[config.mk]
export PLATFORM = sky130hd
export DESIGN_NAME = ft_restore_unit
export DESIGN_NICKNAME = d
export VERILOG_FILES = /design/src/rtl/ft_pkg.sv /design/src/rtl/ft_restore_timer.sv /design/src/rtl/ft_restore_unit.sv
export SDC_FILE = /design/constraint.sdc
export NUM_CORES = 1
export LEC_CHECK = 0
export CAP_MARGIN = 20
export CORE_ASPECT_RATIO = 1.4
export CORE_MARGIN = 3
export CORE_UTILIZATION = 47
export DETAILED_ROUTE_END_ITERATION = 6
export PLACE_DENSITY = 0.85
export SYNTH_ARGS = -nofsm -noshare
export SYNTH_HDL_FRONTEND = slang
export SYNTH_SLANG_ARGS = --single-unit
export TNS_END_PERCENT = 5
[constraint.sdc]
create_clock -name clk_i -period 4.7 [get_ports clk_i]
set_input_delay 0.47 -clock clk_i [delete_from_list [all_inputs] [get_ports clk_i]]
set_output_delay 0.47 -clock clk_i [all_outputs]
set_load 0.02 [all_outputs]
[src/rtl/ft_pkg.sv]
// Shared definitions for the fault-tolerant checkpoint restore unit:
// FSM state encoding, checkpoint layout constants and the word-to-byte
// address helper.
package ft_pkg;

    localparam int NUM_REGS   = 32;  // register-file entries held in the checkpoint
    localparam int PC_WORD    = 32;  // checkpoint word index that holds the PC
    localparam int ADDR_SHIFT = 2;   // word index -> byte address

    typedef enum logic [2:0] {
        IDLE,
        REQ,
        WAIT,
        PC_REQ,
        PC_WAIT,
        DONE
    } state_e;

    // Byte address of a checkpoint word.
    function automatic logic [31:0] word_addr(input logic [31:0] word_idx);
        return word_idx << ADDR_SHIFT;
    endfunction

endpackage

[src/rtl/ft_restore_timer.sv]
// Restore watchdog: counts consecutive cycles spent in one waiting state and
// flags expiry on the TIMEOUT_CYCLES-th such cycle. Only instantiated when
// FT_RESTORE_TIMEOUT_EN is defined.
module ft_restore_timer #(
    parameter int TIMEOUT_CYCLES = 16
) (
    input  logic clk_i,
    input  logic rst_ni,
    input  logic enable,   // FSM is in a state that may stall
    input  logic clear,    // FSM entered a new state this cycle
    output logic expired
);

    localparam int CW = $clog2(TIMEOUT_CYCLES + 1);

    logic [CW-1:0] cnt_q;
    logic [CW-1:0] cycles_now;

    // Cycles spent in the current state, counting the present one.
    assign cycles_now = clear ? CW'(1) : cnt_q + CW'(1);
    assign expired    = enable && (cycles_now >= CW'(TIMEOUT_CYCLES));

    // Remember the elapsed count; drop to zero whenever the FSM is not waiting.
    always_ff @(posedge clk_i or negedge rst_ni) begin
        if (!rst_ni) begin
            cnt_q <= '0;
        end else begin
            cnt_q <= enable ? cycles_now : '0;
        end
    end

endmodule

[src/rtl/ft_restore_unit.sv]
// Checkpoint restore sequencer. After a fault-detector request it reads
// checkpoint words 1..NUM_REGS-1 (x0 is never restored) one at a time,
// writes each into the register file in ascending order, then reads the PC
// word and issues a single PC load strobe with a done pulse. A memory error
// aborts the sequence and leaves error_o set until the next start.
// Optional watchdog: define FT_RESTORE_TIMEOUT_EN to abort a restore that
// stalls TIMEOUT_CYCLES cycles in any request/wait state.
module ft_restore_unit #(
    parameter int NUM_REGS       = ft_pkg::NUM_REGS,
    parameter int PC_WORD        = ft_pkg::PC_WORD,
    parameter int TIMEOUT_CYCLES = 16
) (
    input  logic        clk_i,
    input  logic        rst_ni,
    input  logic        start_i,
    output logic        busy_o,
    output logic        halt_o,
    output logic        done_o,
    output logic        error_o,
    output logic        req_o,
    input  logic        gnt_i,
    input  logic        rvalid_i,
    output logic [31:0] addr_o,
    input  logic [31:0] rdata_i,
    input  logic        err_i,
    output logic        rf_we_o,
    output logic [4:0]  rf_waddr_o,
    output logic [31:0] rf_wdata_o,
    output logic        pc_set_o,
    output logic [31:0] pc_o
);

    import ft_pkg::*;

    localparam logic [4:0] LAST_IDX = 5'(NUM_REGS - 1);

    state_e     state;
    logic [4:0] index;
    logic       timeout;

    // Reject a watchdog limit too small to cover a single-cycle handshake.
    if (TIMEOUT_CYCLES < 2) begin : g_bad_timeout
        $error("ft_restore_unit: TIMEOUT_CYCLES must be at least 2");
    end

`ifdef FT_RESTORE_TIMEOUT_EN
    state_e prev_state;
    logic   tmr_enable;

    assign tmr_enable = (state == REQ) || (state == WAIT) ||
                        (state == PC_REQ) || (state == PC_WAIT);

    // Track the previous state so the watchdog restarts on every transition.
    always_ff @(posedge clk_i or negedge rst_ni) begin
        if (!rst_ni) begin
            prev_state <= IDLE;
        end else begin
            prev_state <= state;
        end
    end

    ft_restore_timer #(
        .TIMEOUT_CYCLES (TIMEOUT_CYCLES)
    ) u_timer (
        .clk_i   (clk_i),
        .rst_ni  (rst_ni),
        .enable  (tmr_enable),
        .clear   (state != prev_state),
        .expired (timeout)
    );
`else
    assign timeout = 1'b0;
`endif

    assign busy_o = (state != IDLE);
    assign halt_o = (state != IDLE);

    // Restore sequencer with registered outputs; one memory request in flight at a time.
    // NOTE: every register here is assigned with <= so all of them update from
    // the same pre-edge values; a blocking = would let later lines see new values.
    always_ff @(posedge clk_i or negedge rst_ni) begin
        if (!rst_ni) begin
            state      <= IDLE;
            index      <= '0;
            req_o      <= 1'b0;
            addr_o     <= '0;
            error_o    <= 1'b0;
            rf_we_o    <= 1'b0;
            rf_waddr_o <= '0;
            rf_wdata_o <= '0;
            pc_set_o   <= 1'b0;
            done_o     <= 1'b0;
            pc_o       <= '0;
        end else begin
            rf_we_o  <= 1'b0;
            pc_set_o <= 1'b0;
            done_o   <= 1'b0;
            pc_o     <= '0;

            if (timeout) begin
                state   <= IDLE;
                req_o   <= 1'b0;
                error_o <= 1'b1;
            end else begin
                unique case (state)
                    IDLE: begin
                        if (start_i) begin
                            error_o <= 1'b0;
                            index   <= 5'd1;
                            req_o   <= 1'b1;
                            addr_o  <= word_addr(32'd1);
                            state   <= REQ;
                        end
                    end
                    REQ: begin
                        if (gnt_i) begin
                            req_o <= 1'b0;
                            state <= WAIT;
                        end
                    end
                    WAIT: begin
                        if (rvalid_i) begin
                            if (err_i) begin
                                error_o <= 1'b1;
                                state   <= IDLE;
                            end else begin
                                rf_we_o    <= 1'b1;
                                rf_waddr_o <= index;
                                rf_wdata_o <= rdata_i;
                                req_o      <= 1'b1;
                                if (index == LAST_IDX) begin
                                    addr_o <= word_addr(32'(PC_WORD));
                                    state  <= PC_REQ;
                                end else begin
                                    index  <= index + 5'd1;
                                    addr_o <= word_addr(32'(index) + 32'd1);
                                    state  <= REQ;
                                end
                            end
                        end
                    end
                    PC_REQ: begin
                        if (gnt_i) begin
                            req_o <= 1'b0;
                            state <= PC_WAIT;
                        end
                    end
                    PC_WAIT: begin
                        if (rvalid_i) begin
                            if (err_i) begin
                                error_o <= 1'b1;
                                state   <= IDLE;
                            end else begin
                                pc_set_o <= 1'b1;
                                done_o   <= 1'b1;
                                pc_o     <= rdata_i;
                                state    <= DONE;
                            end
                        end
                    end
                    DONE: begin
                        state <= IDLE;
                    end
                    default: begin
                        state <= IDLE;
                    end
                endcase
            end
        end
    end

endmodule

---- Word-level counts from Yosys, hierarchy flattened ----
Index checks and enable logic that the tools add are counted.
Widths: inputs -> output; s select.
storage, ports and cells
  output and inout bits ................... 108
  word-level logic and storage cells ...... 76
  bits in registers ....................... 113
operators by class
  reductions and logical operators ........ 13
  bitwise logic cells ..................... 1
  multiplexer cells ....................... 35
  equality and inequality tests ........... 15
  add/subtract/negate cells ............... 2
operator list
  operator             count
  $mux 32              6
  $pmux 32 s2          1
  $mux 5               4
  $mux 3               6
  $pmux 3 s5           1
  $reduce_and 5->1     3
  $ne 2x2->1 const B   7
  $mux 1               11
  $pmux 5 s2           1
  $mux 8               1
  $reduce_and 4->1     2
  $add 5x1->6 const B  1
  $eq 3x2->1 const B   2
  $ne 2x1->1 const B   3
  $reduce_bool 3->1    2
  $add 5x1->5 const B  1
  $eq 5x5->1 const B   1
  $mux 2               2
  $reduce_bool 2->1    2
  $reduce_or 2->1      2
  $eq 3x1->1 const B   1
  $eq 3x3->1 const B   1
  $logic_not 3->1      1
  $pmux 1 s3           1
  3 further kinds      3

---- Longest topological paths before layout ----
Gate-level depths: netlist of the first run.
  word-level depth ........................ 5
  depth in mapped cells ................... 6
  depth with buffers taken out ............ 6

---- Least setup slack after synthesis of the first run ----
OpenSTA, ideal clock, no wires.
  kind .................................... register to output
  from .................................... register state[1]
  to ...................................... output port halt_o
  data required time ...................... 4.230 ns
  buffers on the path ..................... 3
  setup slack ............................. 2.873 ns
  arrival time ............................ 1.357 ns
  cell stages (with the launch flop) ...... 5
  cells stage by stage .................... dfrtp_1 buf_4 clkbuf_1 or3_1 buf_4
between the ends
  cells in the longest elaborated chain, start to end .. 1
ends and longest elaborated chain
  item                    RTL line                source
  from (decl)             ft_restore_unit.sv:37   state_e state;
  from (signal assigned)  ft_restore_unit.sv:83   state <= IDLE;
  from (signal assigned)  ft_restore_unit.sv:101  state <= IDLE;
  from (signal assigned)  ft_restore_unit.sv:112  state <= REQ;
  $reduce_bool 3->1       n/a
  to (decl)               ft_restore_unit.sv:17   output logic halt_o,
Every way passes these cells.

---- Final worst setup path of the first run ----
  from .................................... register state[1]
  to ...................................... register rf_wdata_o[8]
between the ends
  cells in the longest elaborated chain, start to end .. 2
ends and longest elaborated chain
  item                        RTL line                source
  $eq 3x2->1                  ft_restore_unit.sv:105  unique case (state)
  $reduce_and 3->1 (no line)  n/a
  to (signal assigned)        ft_restore_unit.sv:129  rf_wdata_o <= rdata_i;
  to (decl)                   ft_restore_unit.sv:28   output logic [31:0] rf_wdata_o,
Every way passes these cells.
A chain may end at the register's enable or synchronous reset.

==> impl_results.md, run 1 <==
- Status: complete, no violations
- Clock-pin slew on the worst setup and hold paths: around 0.080 ns
- Post-CTS Setup Repair Bufs: 0
- Final Cell Area: about 5000 µm²
- Drt initial violations: 109
- Worst Tran Pin Value: between 0.7 and 0.8 ns
- Post-Syn Area: 3721 µm²
- Pwr/cell area: 528.8 nW/µm²
- GRT Residual Overflow: 0
- Die Height: 111.3 µm
- # setup viols final: 0
- Hpwl dp: roughly 5600 µm
- Peak VDD IR: around 0.28 mV
- Row cnt: 37
- Routed wire length: between 7000 and 8000 µm
- Initial Util: 49.31%
- Vias: 2319
- Critical-path maximum fanout: 22
- Min-delay worst type: primary input to asynchronous set/reset pin
- RSZ-0062 raised after global routing: false
- Synth warnings: 0
- First-pass GRT wire length: 12260 µm
- Met2 routed WL: between 4000 and 5000 µm
- Maximum clock rate: 385.0 MHz
- Post-DP Area: 4851 µm²
- Final hold slack: just over 0.01 ns
- Clk sinks: between 80 and 90
- CTS tree: built
- FFs w/ async S/R, synth: 100.0%
- Synth Register Bits: 87
- Worst r2r src: state[1]
- Layout cells sized above 1: 15.46%
- Final Cycle Share: a little under three fifths
- Vias in the first global route: ~2400
- Crit end category: flip-flop
- Top Metal Used: met4
- Avg Cell Area, Syn: 14.04 µm²
- Area growth syn-to-layout: 35.54%
- H-tree levels: 3
- Max-slew headroom: 53.03%
- Critical Path Source: state[1]
- CTS root buf: clkbuf_8
- WP data arrival: 2.83 ns
- Via/cell ratio: ~4.8
- Setup tns final: 0 ns
- Initial antenna violation count: 0
- Antenna cell count: 0
- Startpoint Class: flip-flop
- Synth top area cells: dfrtp_1 59%, mux2_4 14%, buf_4 5.9%, and2_1 5.4%, buf_6 1.2%
- PostCTS Resize Cnt: 0
- Clock Path Buffers: 2
- Share of the synthesized area in the top cell type: around three fifths
- Placed Instances: roughly 470
- Lkg Pwr: 0.002389 µW
- Final hold vios: 0
- Nets: 425
- Main synth FF type: dfrtp_1
- Remaining DRCs: 0
- Synth area leader: dfrtp_1
- All-layer global routing usage: 17.96%
- Number of max-cap violations: 0
- Number of distinct library cells after synthesis: 43
- Die area: ~9000 µm²
- Die width: roughly 81 µm
- Post-synth EDFFs: 0
- Max-slew violation count: 0
- PortBufs: 119
- Cts bufs inserted: 9
- Crit Path Class: flip-flop to flip-flop
- Worst-Skew Late Latency: 0.34 ns
- Pwr Total: 2667 µW
- Remaining antenna violation count: 0
- Worst EP required: between 4 and 5 ns
- I/O Pins: between 100 and 150
- Min Tclk post-route: 2.597 ns
- Layout Skew: just under 0.006 ns
- Routed length per instance: 15.90 µm
- Sequential fraction of the synthesis area: approximately three fifths
- Gpl congestion: 0.8367
- Fin cells: approximately 490
- Core ar.: around 7500 µm²
- Pre-antenna DRT Iters: 4
- DR WL met3: 485 µm
- Pin count of the biggest net entering global routing: 88
- Hold buffer count at CTS: 0
- Cells after synthesis: between 200 and 300
- Post-Route M1 WL: 2982 µm
==> critical path, stage by stage (launching register included) <==
cell and delay [ns]:
dfrtp_1 0.68, nor3b_2 0.35, nand3_2 0.58, buf_4 0.50
mux2_4 0.34
==> registers in the layout, indices dropped and copies added, names as in the netlist <==
register    cells
pc_o           32
rf_wdata_o     32
addr_o          6
index           5
rf_waddr_o      5
state           3
error_o         1
pc_set_o        1
req_o           1
rf_we_o         1
==> cells in the final DEF (no fill, tap or decap), drive strengths merged, types with 4 or more instances in the layout <==
cell type / synthesis / final
nand2b: 5 / 5
o21ai: 6 / 6
clkbuf: 3 / 12
conb: 1 / 26
buf: 36 / 4
dfrtp: 87 / 87
mux2: 38 / 38
nand2: 4 / 4
and2: 32 / 32
clkdlybuf4s50: 0 / 118
inv: 9 / 9
==> cell type report <==
cell class                      count  area (µm²)
Clock buffer                       12       145.1
Clock inverter                      3       20.02
Fill cell                         561        2502
Inverter                            9       33.78
Multi-Input combinational cell    155        1315
Sequential cell                    87        2177
Tap cell                           97       121.4
Timing Repair Buffer              122        1231
==> metal layers <==
metal | global-route usage [%] | vias up
li1 | - | 1078
met1 | 20.85 | 1130
met2 | 30.77 | 100
met3 | 2.846 | 11
met4 | 9.808 | 0
met5 | 0 | -
==> power by group <==
group	switching, µW	total [µW]	leakage (µW)	internal (µW)
sequential	171	1110	0.00114	940
clock	244	447	0.0000785	203
combinational	489	1110	0.00117	620
total	904	2670	0.00239	1760
==> cells by family after synthesis <==
logic type | count (synthesis) | synth area share, %
flops | 87 | 58.51
simple gates | 56 | 9.986
buf+inv | 48 | 8.675
mux | 40 | 15.57
compound gates | 27 | 5.448
fa+ha+maj | 3 | 1.009
xor+xnor | 3 | 0.7062
other cells | 1 | 0.1008
==> cells in the mapped netlist (3+ instances only) <==
cell type / n
nand2_1: 4
nand2b_1: 5
dfrtp_1: 87
o21ai_0: 6
buf_6: 4
clkbuf_1: 3
buf_2: 3
ha_1: 3
mux2_4: 35
inv_1: 9
mux2_2: 3
and2_1: 32
buf_4: 29
o22ai_1: 3
==> path summary, 6_finish.rpt <==
check	depth (start not counted)	slack, ns	to
worst max-delay path	4	2.10	rf_wdata_o[8]
worst min-delay path	1	0.01	addr_o[6]
worst max register to register	4	2.10	rf_wdata_o[8]
worst min register to register	1	0.50	req_o
max in group asynchronous	2	4.09	pc_o[10]
min in group clk_i	1	0.50	req_o
==> per-stage QoR <==
step	utilization, %	setup slack, ns
2_1_floorplan	-	2.873
3_3_place_gp	64.28	2.116
3_5_place_dp	64.28	2.047
4_1_cts	66.47	2.081
5_1_grt	66.84	1.905
6_report	66.84	2.103
(Power assumes the default switching activity.)
==> run 2: changes to the inputs <==
--- a/config.mk
+++ b/config.mk
@@ -8,9 +8,9 @@
 export CAP_MARGIN = 20
 export CORE_ASPECT_RATIO = 1.4
 export CORE_MARGIN = 3
-export CORE_UTILIZATION = 47
+export CORE_UTILIZATION = 44
 export DETAILED_ROUTE_END_ITERATION = 6
-export PLACE_DENSITY = 0.85
+export PLACE_DENSITY = 0.81
 export SYNTH_ARGS = -nofsm -noshare
 export SYNTH_HDL_FRONTEND = slang
 export SYNTH_SLANG_ARGS = --single-unit
==> constraint.sdc (replaced) <==
create_clock -name clk_i -period 2.51 [get_ports clk_i]
set_input_delay 0.251 -clock clk_i [delete_from_list [all_inputs] [get_ports clk_i]]
set_output_delay 0.251 -clock clk_i [all_outputs]
set_load 0.02 [all_outputs]
==> run 2 against run 1 <==
Combinational power increased by 90%. Clock skew shrank 0.00075 ns. Utilization is 3.0 points lower. Sequential power rose by 85%. Cell count rose by 2.1%. Total power is 110% higher.
==> impl_results.md, run 2 (synthesized netlist as in run 1, its figures left out) <==
- Status: complete, no violations (unchanged)
- Pre-antenna DRT Iters: 4 (unchanged)
- PostCTS Resize Cnt: 0 (unchanged)
- Worst Tran Pin Value: 0.5353 ns (was 0.7016 ns)
- Die Height: 114.8 µm (was 111.3 µm)
- Buffers plus inverters on the worst setup path: 1 (unchanged)
- Crit end category: output pin (was flip-flop)
- Vias in the first global route: 2479 (was 2404)
- Most common cell after layout, fill and taps aside: clkdlybuf4s50_1 (unchanged)
- Reg area: 2177 µm² (unchanged)
- Biggest regs: pc_o x32, rf_wdata_o x32, addr_o x6 (unchanged)
- H-tree levels: 3 (unchanged)
- Final Cell Area: 5233 µm² (was 5044 µm²)
- CTS tree: built (unchanged)
- WP data arrival: 1.90 ns (was 2.83 ns)
- Critical-path maximum fanout: 17 (was 22)
- Worst r2r src: index[0] (was state[1])
- Clock-pin slew on the worst setup and hold paths: 0.06 ns (was 0.08 ns)
- Remaining antenna violation count: 0 (unchanged)
- Worst-Skew Late Latency: 0.33 ns (was 0.34 ns)
- Final Cycle Share: 85.78%
- Pin count of the biggest net entering global routing: 88 (unchanged)
- R2r worst-path depth: 6 (was 4)
- Area growth syn-to-layout: 40.62% (was 35.54%)
- PortBufs: 119 (unchanged)
- Number of max-cap violations: 0 (unchanged)
- Pwr Total: 5563 µW (was 2667 µW)
- Multi-input logic area: 1315 µm² (unchanged)
- Peak VDD IR: 0.5706 mV (was 0.2779 mV)
- First-pass GRT wire length: 12390 µm (was 12260 µm)
- All-layer global routing usage: 16.31% (was 17.96%)
- Setup tns final: 0 ns (unchanged)
- Critical Path Source: state[1] (unchanged)
- Min-delay worst type: primary input to asynchronous set/reset pin (unchanged)
- Via/cell ratio: 4.749 (was 4.781)
- Layout cells sized above 1: 16.79% (was 15.46%)
- Pwr/cell area: 1063 nW/µm² (was 528.8 nW/µm²)
- Die area: 9612 µm² (was 9036 µm²)
- CP top delay family: flip-flops (was simple AND/OR/NAND/NOR gates)
- Die width: 83.72 µm (was 81.20 µm)
- Worst R2R Setup Slack: 0.50 ns (was 2.10 ns)
- CP max stage delay: 0.57 ns (was 0.68 ns)
- Antenna cell count: 0 (unchanged)
- Remaining DRCs: 0 (unchanged)
- RSZ-0062 raised after global routing: false (unchanged)
- Post-DP Area: 4900 µm² (was 4851 µm²)
- Min Tclk post-route: 2.153 ns
- Clock Path Buffers: 2 (unchanged)
- Worst EP required: 2.26 ns (was 4.93 ns)
- Core ar.: 8198 µm² (was 7546 µm²)
- I/O Pins: 146 (unchanged)
- Layout Skew: 0.005020 ns (was 0.005774 ns)
- Maximum clock rate: between 400 and 500 MHz
- GRT Residual Overflow: 0 (unchanged)
- Lkg Pwr: 0.002488 µW (was 0.002389 µW)
- RR Endpoint: index[2] (was rf_wdata_o[8])
- Row cnt: 39 (was 37)
- Final hold vios: 0 (unchanged)
- Gpl congestion: 0.8167 (was 0.8367)
- Max-slew violation count: 0 (unchanged)
- Max-slew headroom: 64.31% (was 53.03%)
- Worst Setup EP: busy_o (was rf_wdata_o[8])
- Routed wire length: 7615 µm (was 7713 µm)
- Worst path slowest cell: dfrtp_1 (unchanged)
- # setup viols final: 0 (unchanged)
- Vias: 2351 (was 2319)
- Routed length per instance: 15.38 µm (was 15.90 µm)
- Drt initial violations: 60 (was 109)
- Initial Util: 45.39% (was 49.31%)
- Nets: 429 (was 425)
- Crit Path Class: flip-flop to output pin (was flip-flop to flip-flop)
- FILL cells: 628 (was 561)
- Initial antenna violation count: 0 (unchanged)
- Cts bufs inserted: 9 (unchanged)
- Startpoint Class: flip-flop (unchanged)
- CP Depth: 2 (was 4)
- Crit-path cells: or3_1 -> clkdlybuf4s50_1 (was nor3b_2 -> nand3_2 -> buf_4 -> mux2_4)
- CTS root buf: clkbuf_16 (was clkbuf_8)
- Most frequent cells in the layout: 118 x clkdlybuf4s50_1, 87 x dfrtp_1, 35 x mux2_4, 32 x and2_1, 26 x conb_1 (unchanged)
- Clk sinks: 87 (unchanged)
- Hpwl dp: 5499 µm (was 5558 µm)
[run 2: report_power, final]
part / switching, µW / internal, µW / total, µW / leakage (µW)
logic: 934 / 1170 / 2110 / 0.00118
registers: 288 / 1760 / 2050 / 0.00114
clock network: 512 / 894 / 1410 / 0.000162
[run 2: metrics by stage]
stage / cells / util, % / setup WS (ns) / hold slack [ns]
floorplan: 290 / - / 0.6841 / -0.04459
global placement: 478 / 59.77 / 0.5740 / 0.3154
detailed placement: 478 / 59.77 / 0.5351 / 0.3176
CTS: 495 / 63.83 / 0.3455 / 0.4917
global route: 495 / 63.83 / 0.2719 / 0.5069
finish: 495 / 63.83 / 0.3568 / 0.4884
[run 2: layer usage]
| metal | track usage [%] | part of all wire, % |
|---|---|---|
| met1 | 20.44 | 41 |
| met2 | 27.35 | 51 |
| met3 | 3.799 | 6.5 |
| met4 | 6.760 | 1.4 |
| met5 | 0 | 0 |
[run 2: worst min path at each step]
stage	from	to	slack [ns]
final	rst_ni	rf_wdata_o[28]	0.49
after global routing	rdata_i[0]	pc_o[0]	0.51
after CTS	req_o	req_o	0.49
after detailed placement	rst_ni	rf_wdata_o[28]	0.32
after global placement	rst_ni	rf_wdata_o[28]	0.32
after floorplan	rst_ni	addr_o[2]	-0.04
[run 2: cell type report]
type,instances,share of cell area [%]
clock inverters,6,1.602
flip-flops and latches,87,41.61
well taps,102,2.439
inverters,9,0.6456
multi-input cells,155,25.13
repair buffers,126,24.01
clock buffers,10,4.567
[run 2: worst reg2reg max path: cells and delay by family (launching register included)]
family	cells	cell delay (ns)
AO/OA/AOI/OAI	3	0.72
adder cells (fa/ha/maj)	2	0.53
flip-flops	1	0.43
AND/OR/NAND/NOR	1	0.21
[run 2: what timing repair did]
action | in CTS | in global routing
setup buffers | 0 | 0
hold buffers | 1 | 0
hold endpoints to repair | 87 | 0
